$ cat src/rtl/tick_sched_pkg.sv
// Shared types and constants for the tick scheduler: config FSM states,
// default base divider for a 50 MHz system clock, and a width helper.
package tick_sched_pkg;

  typedef enum logic [0:0] {
    S_IDLE      = 1'b0,
    S_WAIT_TICK = 1'b1
  } sched_state_t;

  localparam int TS_BASE_DIV_50M = 50000;

  // $clog2 that never returns zero, so single-entry selectors stay one bit wide.
  function automatic int ts_clog2_min1(input int n);
    return (n <= 2) ? 1 : $clog2(n);
  endfunction

endpackage

$ cat src/rtl/tick_channel.sv
// One scheduler channel: counts base ticks against a committed period and
// emits a one-cycle tick plus a square wave. o_en exists with TICK_SCHED_ACTIVE_EN.
module tick_channel #(
  parameter int p_period_w = 16
) (
  input  logic                  i_clk,
  input  logic                  reset,
  input  logic                  i_base_tick,
  input  logic                  i_commit,
  input  logic [p_period_w-1:0] i_period,
  output logic                  o_tick,
  output logic                  o_clk
`ifdef TICK_SCHED_ACTIVE_EN
  ,
  output logic                  o_en
`endif
);

  localparam logic [p_period_w-1:0] PERIOD_ONE = p_period_w'(1);

  logic [p_period_w-1:0] period_q, period_d;
  logic [p_period_w-1:0] cnt_q, cnt_d;
  logic                  en_q, en_d;
  logic                  tick_q, tick_d;
  logic                  clk_q, clk_d;
  logic                  at_wrap;

  always_comb begin
    period_d = period_q;
    cnt_d    = cnt_q;
    en_d     = en_q;
    tick_d   = 1'b0;
    clk_d    = clk_q;
    at_wrap  = (cnt_q == (period_q - PERIOD_ONE));

    // A commit restarts the phase and suppresses this base tick's strobe.
    if (i_commit) begin
      en_d  = (i_period != '0);
      cnt_d = '0;
      clk_d = 1'b0;
      if (i_period != '0) begin
        period_d = i_period;
      end
    end else if (i_base_tick && en_q) begin
      if (at_wrap) begin
        cnt_d  = '0;
        tick_d = 1'b1;
        clk_d  = ~clk_q;
      end else begin
        cnt_d = cnt_q + PERIOD_ONE;
      end
    end
  end

  always_ff @(posedge i_clk) begin
    if (!reset) begin
      period_q <= '0;
      cnt_q    <= '0;
      en_q     <= 1'b0;
      tick_q   <= 1'b0;
      clk_q    <= 1'b0;
    end else begin
      period_q <= period_d;
      cnt_q    <= cnt_d;
      en_q     <= en_d;
      tick_q   <= tick_d;
      clk_q    <= clk_d;
    end
  end

  assign o_tick = tick_q;
  assign o_clk  = clk_q;

`ifdef TICK_SCHED_ACTIVE_EN
  assign o_en = en_q;
`endif

endmodule

$ cat src/rtl/tick_scheduler.sv
// Shared rate generator: base prescaler, one-at-a-time config handshake and
// p_channels tick channels. TICK_SCHED_ACTIVE_EN adds the o_active flags port.
module tick_scheduler
  import tick_sched_pkg::*;
#(
  parameter int p_channels = 4,
  parameter int p_base_div = TS_BASE_DIV_50M,
  parameter int p_period_w = 16,
  parameter int p_ch_w     = ts_clog2_min1(p_channels)
) (
  input  logic                  i_clk,
  input  logic                  reset,
  input  logic                  i_cfg_valid,
  output logic                  o_cfg_ready,
  input  logic [p_ch_w-1:0]     i_cfg_ch,
  input  logic [p_period_w-1:0] i_cfg_period,
  output logic                  o_base_tick,
  output logic [p_channels-1:0] o_tick,
  output logic [p_channels-1:0] o_clk
`ifdef TICK_SCHED_ACTIVE_EN
  ,
  output logic [p_channels-1:0] o_active
`endif
);

  localparam int                PRE_W    = ts_clog2_min1(p_base_div);
  localparam logic [PRE_W-1:0]  PRE_LAST = PRE_W'(p_base_div - 1);
  localparam logic [PRE_W-1:0]  PRE_ONE  = PRE_W'(1);

  logic [PRE_W-1:0]      pre_cnt_q, pre_cnt_d;
  logic                  base_tick_q, base_tick_d;

  sched_state_t          state_q, state_d;
  logic [p_ch_w-1:0]     pend_ch_q, pend_ch_d;
  logic [p_period_w-1:0] pend_period_q, pend_period_d;
  logic                  cfg_ready;
  logic                  commit_hit;
  logic [p_channels-1:0] ch_commit;

  always_comb begin
    base_tick_d = (pre_cnt_q == PRE_LAST);
    pre_cnt_d   = base_tick_d ? '0 : (pre_cnt_q + PRE_ONE);
  end

  always_ff @(posedge i_clk) begin
    if (!reset) begin
      pre_cnt_q   <= '0;
      base_tick_q <= 1'b0;
    end else begin
      pre_cnt_q   <= pre_cnt_d;
      base_tick_q <= base_tick_d;
    end
  end

  // Commits wait for the registered base tick so every change lands on a
  // base-tick boundary; an accept coinciding with a base tick waits for the next.
  always_comb begin
    state_d       = state_q;
    pend_ch_d     = pend_ch_q;
    pend_period_d = pend_period_q;
    cfg_ready     = 1'b0;
    commit_hit    = 1'b0;
    case (state_q)
      S_IDLE: begin
        cfg_ready = reset;
        if (i_cfg_valid && cfg_ready) begin
          pend_ch_d     = i_cfg_ch;
          pend_period_d = i_cfg_period;
          state_d       = S_WAIT_TICK;
        end
      end
      S_WAIT_TICK: begin
        if (base_tick_q) begin
          commit_hit = 1'b1;
          state_d    = S_IDLE;
        end
      end
      default: state_d = S_IDLE;
    endcase
  end

  always_ff @(posedge i_clk) begin
    if (!reset) begin
      state_q       <= S_IDLE;
      pend_ch_q     <= '0;
      pend_period_q <= '0;
    end else begin
      state_q       <= state_d;
      pend_ch_q     <= pend_ch_d;
      pend_period_q <= pend_period_d;
    end
  end

  assign o_cfg_ready = cfg_ready;
  assign o_base_tick = base_tick_q;

`ifdef TICK_SCHED_ACTIVE_EN
  logic [p_channels-1:0] ch_en;
  assign o_active = ch_en;
`endif

  // Out-of-range channel indices match no instance, so the commit is dropped.
  for (genvar gi = 0; gi < p_channels; gi++) begin : g_ch
    localparam logic [p_ch_w-1:0] CH_IDX = p_ch_w'(gi);

    assign ch_commit[gi] = commit_hit && (pend_ch_q == CH_IDX);

    tick_channel #(
      .p_period_w (p_period_w)
    ) u_channel (
      .i_clk       (i_clk),
      .reset       (reset),
      .i_base_tick (base_tick_q),
      .i_commit    (ch_commit[gi]),
      .i_period    (pend_period_q),
      .o_tick      (o_tick[gi]),
      .o_clk       (o_clk[gi])
`ifdef TICK_SCHED_ACTIVE_EN
      ,
      .o_en        (ch_en[gi])
`endif
    );
  end

endmodule

$ cat config.mk
export PLATFORM = sky130hd
export DESIGN_NAME = tick_scheduler
export DESIGN_NICKNAME = d
export VERILOG_FILES = /design/src/rtl/tick_sched_pkg.sv /design/src/rtl/tick_channel.sv /design/src/rtl/tick_scheduler.sv
export SDC_FILE = /design/constraint.sdc
export NUM_CORES = 1
export LEC_CHECK = 0
export ABC_AREA = 0
export CORE_MARGIN = 5
export CORE_UTILIZATION = 62
export CTS_CLUSTER_DIAMETER = 200
export DETAILED_ROUTE_END_ITERATION = 10
export GPL_ROUTABILITY_DRIVEN = 1
export PLACE_DENSITY = 0.81
export SYNTH_ARGS = -nofsm -noshare
export SYNTH_HDL_FRONTEND = slang
export SYNTH_SLANG_ARGS = --single-unit
$ cat constraint.sdc
create_clock -name i_clk -period 3.7 [get_ports i_clk]
set_input_delay 0.74 -clock i_clk [delete_from_list [all_inputs] [get_ports i_clk]]
set_output_delay 0.74 -clock i_clk [all_outputs]
set_load 0.02 [all_outputs]
==> results of run 1 <==
-- worst reg2reg max path, stage by stage (launching register included) --
cell       delay, ps
dfxtp_1          370
inv_1             80
ha_1             280
nor3b_1          620
nand2_1          240
or4_1            510
a311oi_1         310
o2111ai_2        280
o21ai_2          480
nor2_1           110
-- logic make-up (layout without fill, tap and decap cells) --
logic type | count (synthesis) | after routing | share of synthesized area [%]
DFF | 176 | 176 | 38.3
xor gates and xnor gates | 138 | 138 | 13.3
adders and majority gates | 9 | 9 | 1.22
and+or+nand+nor | 497 | 497 | 26.4
AOI/OAI and AO/OA | 125 | 125 | 9.36
muxes | 68 | 68 | 7.41
buffers and inverters | 84 | 94 | 3.98
-- final cells by class --
class | count | area [µm²] | share of cell area [%]
tap | 184 | 230 | 2.27
timing repair buffer | 42 | 390 | 3.85
clock buffer | 19 | 433 | 4.27
clock inverter | 13 | 164 | 1.62
sequential | 176 | 3520 | 34.8
inverter | 20 | 75.1 | 0.741
multi-input combinational | 837 | 5310 | 52.5
-- layer usage --
metal / part of all wire, % / GRT usage [%]
met5: 0 / 0
met4: 2.0 / 7.37
met3: 5.1 / 5.38
met2: 47 / 37.0
met1: 46 / 31.3
-- flip-flops by register name, indices dropped and copies added (netlist names) --
name	count
g_ch.u_channel.cnt_q	64
g_ch.u_channel.period_q	64
pend_period_q	16
pre_cnt_q	16
g_ch.u_channel.en_q	4
g_ch.u_channel.o_clk	4
g_ch.u_channel.o_tick	4
pend_ch_q	2
o_base_tick	1
state_q	1
-- power breakdown --
part | total, mW | switching (mW) | internal [mW] | leakage (nW)
clock | 1.83 | 0.768 | 1.06 | 0.276
sequential | 1.95 | 0.0382 | 1.91 | 1.42
combinational | 0.0953 | 0.0549 | 0.0404 | 2.36
total | 3.87 | 0.861 | 3.01 | 4.06
-- worst max-delay path by stage --
| stage | slack [ps] | cells after the start | to | startpoint |
|---|---|---|---|---|
| detailed placement | 370 | 9 | g_ch[2].u_channel.cnt_q[12] | g_ch[2].u_channel.period_q[0] |
| global route | 40 | 10 | g_ch[0].u_channel.cnt_q[9] | g_ch[0].u_channel.period_q[0] |
| global placement | 460 | 9 | g_ch[2].u_channel.cnt_q[11] | g_ch[2].u_channel.period_q[0] |
| floorplan | 800 | 10 | g_ch[2].u_channel.o_clk | g_ch[2].u_channel.period_q[0] |
| CTS | 310 | 10 | g_ch[0].u_channel.cnt_q[10] | g_ch[0].u_channel.period_q[0] |
| finish | 300 | 9 | g_ch[2].u_channel.cnt_q[12] | g_ch[2].u_channel.period_q[0] |
-- layout by cell type (no fill, tap or decap), drive strengths merged, types with 21 or more instances in the layout --
| master | synthesis | routed |
|---|---|---|
| a21oi | 25 | 25 |
| clkdlybuf4s50 | 0 | 30 |
| dfxtp | 176 | 176 |
| inv | 20 | 21 |
| mux2i | 67 | 67 |
| nand2 | 103 | 103 |
| nand3 | 35 | 35 |
| nand4 | 23 | 23 |
| nor2 | 182 | 182 |
| nor3 | 28 | 28 |
| o21ai | 34 | 34 |
| xnor2 | 73 | 73 |
| xor2 | 64 | 64 |
==> results.toml, run 1 <==
[final_layout]
design_area_um2 = 10100
n_antenna_cell = 0
fin_cells = 1291
nets = 1124
area_growth_syn_to_layout_pct = 10.1
drive_above_1_share_pct = 5.51
nFillCells = 1178
layout.core_utilization_pct = 69.7

[worst_setup_path]
critPathTopFamily = "simple AND/OR/NAND/NOR gates"
cp_max_fo = 13
rr_worst_depth = 9
reg2reg_to = "g_ch[2].u_channel.cnt_q[12]"
worstSetupStartpointType = "register"
path_cells = "inv_1 -> ha_1 -> nor3b_1 -> nand2_1 -> or4_1 -> a311oi_1 -> o2111ai_2 -> o21ai_2 -> nor2_1"
worstPathRequired_ps = 4010
slowest_delay_ps = 620
crit_slowest_cell = "nor3b_1"
worstPathArrival_ps = 3710
path_class = "reg -> reg"
path_buf_inv = 1
cp-end-kind = "register"
worstReg2RegStart = "g_ch[2].u_channel.period_q[0]"
regToRegSetupSlack_ps = 300

[min_path]
min_path_cells = 1
min_from = "pre_cnt_q[0]"
hold_class = "reg -> reg"
min_delay_worst_endpoint = "pre_cnt_q[0]"

[floorplan]
die_x_um = 132
die_h_um = 132
core_area_um2 = 14500
io-pin-count = 31
rows = 44
dieArea_um2 = 17400
start_util_pct = 63.3

[outcome]
status = "finished, final reports clean"

[run]
drv_cap = 0

[grt]
grtUsageTotal_pct = 23.2
grt_first_pass_wirelength_um = 34100
antenna_found_initial = 0
grt_max_degree = 73
grt_pass1_vias = 7023
grt_overflow = 0

[timing]
tns_ps = 0
worst_pin_slew_ps = 1070
setup_viol = 0
rsz0062_at_grt = "false"
fmax_ghz = 0.294
fin_skew_ps = 16.3
period_needed_ps = 3400
slew_headroom_pct = 28.3
whs_ps = 453
setup_slack_ps = 300
hold_viol_final = 0
post-route-period-util_pct = 91.9
slew_violations = 0

[yosys]
synth_edf_count = 0
syn_area_per_cell_um2 = 8.39
synth_area_um2 = 9200
synth.top_cell.area_share_pct = 38.3
ys_seq_area_share_pct = 38.3
yosysUniqueCellTypes = 70
ys_top_cells_by_count = "nor2_1 (182), dfxtp_1 (176), nand2_1 (103), xnor2_1 (73), mux2i_1 (67)"
syn_nets = 1127
ys.flop_type = "dfxtp_1"
synth-seq-cells = 176
yosys.area.top_type = "dfxtp_1"
synthTopCellsByArea = "dfxtp_1 (38%), nor2_1 (7.4%), mux2i_1 (7.3%)"
synthCells = 1097
yosysWarningCount = 0
synth_most_common_cell = "nor2_1"
async_flop_share_pct = 0

[drt]
dr.pass1.iters = 5
wirelength_um = 20200
via_count = 7640
routed_via_density = 5.92
antenna_left = 0
drtIter0Drc = 727
wl_per_cell_um = 15.6
drc_errors = 0

[pwr]
peakVddDrop_uv = 330
powerDensity_nw_per_um2 = 383
leakagePower_nw = 4.06
finalPower_mw = 3.87

[cts]
cts_sinks = 176
clockBufferDepth = 2
cts_resized = 0
clk_latency_ps = 440
cts_hold_buf = 0
clk_pin_slew_ps = 70
post_cts_buffers = 0
root_buffer = "clkbuf_16"
htree_levels = 4
cts_tree = "yes"
numCtsBuffers = 17

[placement]
placed_area_um2 = 9530
dp_slack_ps = 370
hpwl_um = 13900
io_buffer_count = 30
dp.cells = 1259
gp_congestion = 0.904
Note: power is estimated with default switching activity, not from simulation.
==> run 2: changes to the inputs <==
SKIP_CTS_REPAIR_TIMING = 1   (was not set)
clock period = 3.9 ns   (was 3.7 ns; I/O delays follow)
==> run 2 against run 1 <==
  * Design area is 0.35% lower
  * Worst hold slack improved by 13 ps
  * Critical path depth is the same
  * Clock skew fell by 9.3 ps
  * Global-route usage rose by 0.20 points
  * Clock-buffer cell count rose by 1
  * Clock power shrank 6%
==> results.toml, run 2 (synthesis gave the netlist of run 1 again) <==
[timing]
slew_headroom_pct = 28.3
worst_pin_slew_ps = 1070
fin_skew_ps = 6.98
rsz0062_at_grt = "false"
tns_ps = 0
setup_slack_ps = 422
slew_violations = 0
fmax_ghz = 0.287
period_needed_ps = 3480
hold_viol_final = 0
setup_viol = 0
post-route-period-util_pct = 89.2

[pwr]
powerDensity_nw_per_um2 = 363
leakagePower_nw = 4.05
peakVddDrop_uv = 348

[drt]
drc_errors = 0
routed_via_density = 5.91
wirelength_um = 20300
drtIter0Drc = 569
antenna_left = 0
dr.pass1.iters = 5
via_count = 7604
wl_per_cell_um = 15.8

[grt]
grtUsageTotal_pct = 23.4
grt_overflow = 0
grt_first_pass_wirelength_um = 34300
grt_max_degree = 73
antenna_found_initial = 0
grt_pass1_vias = 7140

[cts]
cts_sinks = 176
numCtsBuffers = 17
clockBufferDepth = 2
htree_levels = 4
root_buffer = "clkbuf_16"
clk_pin_slew_ps = 70
clk_latency_ps = 440
cts_tree = "yes"

[placement]
gp_congestion = 0.904
dp_slack_ps = 504
io_buffer_count = 30
dp.cells = 1254
hpwl_um = 13900

[worst_setup_path]
critPathTopFamily = "simple AND/OR/NAND/NOR gates"
cp_max_fo = 13
path_class = "reg -> reg"
worstPathArrival_ps = 3780
slowest_delay_ps = 670
rr_worst_depth = 9
crit_slowest_cell = "nor3b_1"
worstPathRequired_ps = 4200
cp-end-kind = "register"
worst-path-stages = 9
path_buf_inv = 1
path_cells = "inv_1 -> ha_1 -> nor3b_1 -> nand2_1 -> or4_1 -> a311oi_1 -> o2111ai_2 -> o21ai_2 -> nor2_1"
worstSetupStartpointType = "register"

[min_path]
hold_class = "reg -> reg"
min_path_cells = 1

[floorplan]
start_util_pct = 63.3
die_x_um = 132
core_area_um2 = 14500
io-pin-count = 31
die_h_um = 132
dieArea_um2 = 17400
rows = 44

[final_layout]
reg_top3 = "g_ch.u_channel.cnt_q (64), g_ch.u_channel.period_q (64)"
final_common_cell = "nor2_1"
n_antenna_cell = 0
drive_above_1_share_pct = 5.26
layout_common_cells = "nor2_1 (182), dfxtp_1 (176), nand2_1 (103), xnor2_1 (73), mux2i_1 (67)"
nets = 1119
fin_cells = 1286
area_growth_syn_to_layout_pct = 9.71

[outcome]
status = "finished, final reports clean"

[run]
drv_cap = 0
==> run 2: cell types whose count changed in the layout (fill, tap and decap cells not counted), sizes merged <==
cell / delta
bufinv: -1
buf: -5
inv: +1
clkbuf: +1
clkinvlp: -2
clkinv: +1
==> run 2: layer usage <==
| metal | part of all wire, % | vias to the layer above | track usage [%] |
|---|---|---|---|
| li1 | - | 3801 | - |
| met1 | 45 | 3579 | 30.0 |
| met2 | 47 | 179 | 38.5 |
| met3 | 4.9 | 45 | 5.42 |
| met4 | 2.5 | 0 | 8.63 |
| met5 | 0 | - | 0 |
==> run 2: per-stage QoR <==
step | utilization, % | power [mW] | cell area, µm² | hold WS, ps
floorplan | - | 1.92 | 9200 | 418
global placement | 65.3 | 1.98 | 9490 | 430
detailed placement | 65.3 | 1.98 | 9490 | 459
CTS | 69.4 | 3.69 | 10100 | 469
global route | 69.4 | 3.79 | 10100 | 501
finish | 69.4 | 3.66 | 10100 | 466
==> run 2: layout make-up <==
class                      count  area (µm²)
multi-input combinational    837        5310
fill                        1183        4440
sequential                   176        3520
clock buffer                  20         467
timing repair buffer          37         353
tap                          184         230
clock inverter                12         133
inverter                      20        75.1
==> run 2: path summary, 6_finish.rpt <==
path | startpoint | to | slack, ps
setup reg to reg | g_ch[2].u_channel.period_q[0] | g_ch[2].u_channel.cnt_q[4] | 420
hold reg to reg | pre_cnt_q[0] | pre_cnt_q[0] | 470
setup / recovery | g_ch[2].u_channel.period_q[0] | g_ch[2].u_channel.cnt_q[4] | 420
hold / removal | pre_cnt_q[0] | pre_cnt_q[0] | 470
==> run 2: power breakdown <==
part | total, mW | switching (mW) | internal (mW)
Sequential | 1.85 | 0.0374 | 1.81
Combinational | 0.0908 | 0.0523 | 0.0384
Clock | 1.72 | 0.727 | 0.996
Total | 3.66 | 0.816 | 2.85
==> run 2: worst register-to-register path: stages, from the launching register on <==
cell and delay [ps]:
dfxtp_1 370, inv_1 80, ha_1 260, nor3b_1 670, nand2_1 240, or4_1 510
a311oi_1 330, o2111ai_2 280, o21ai_2 490, nor2_1 120
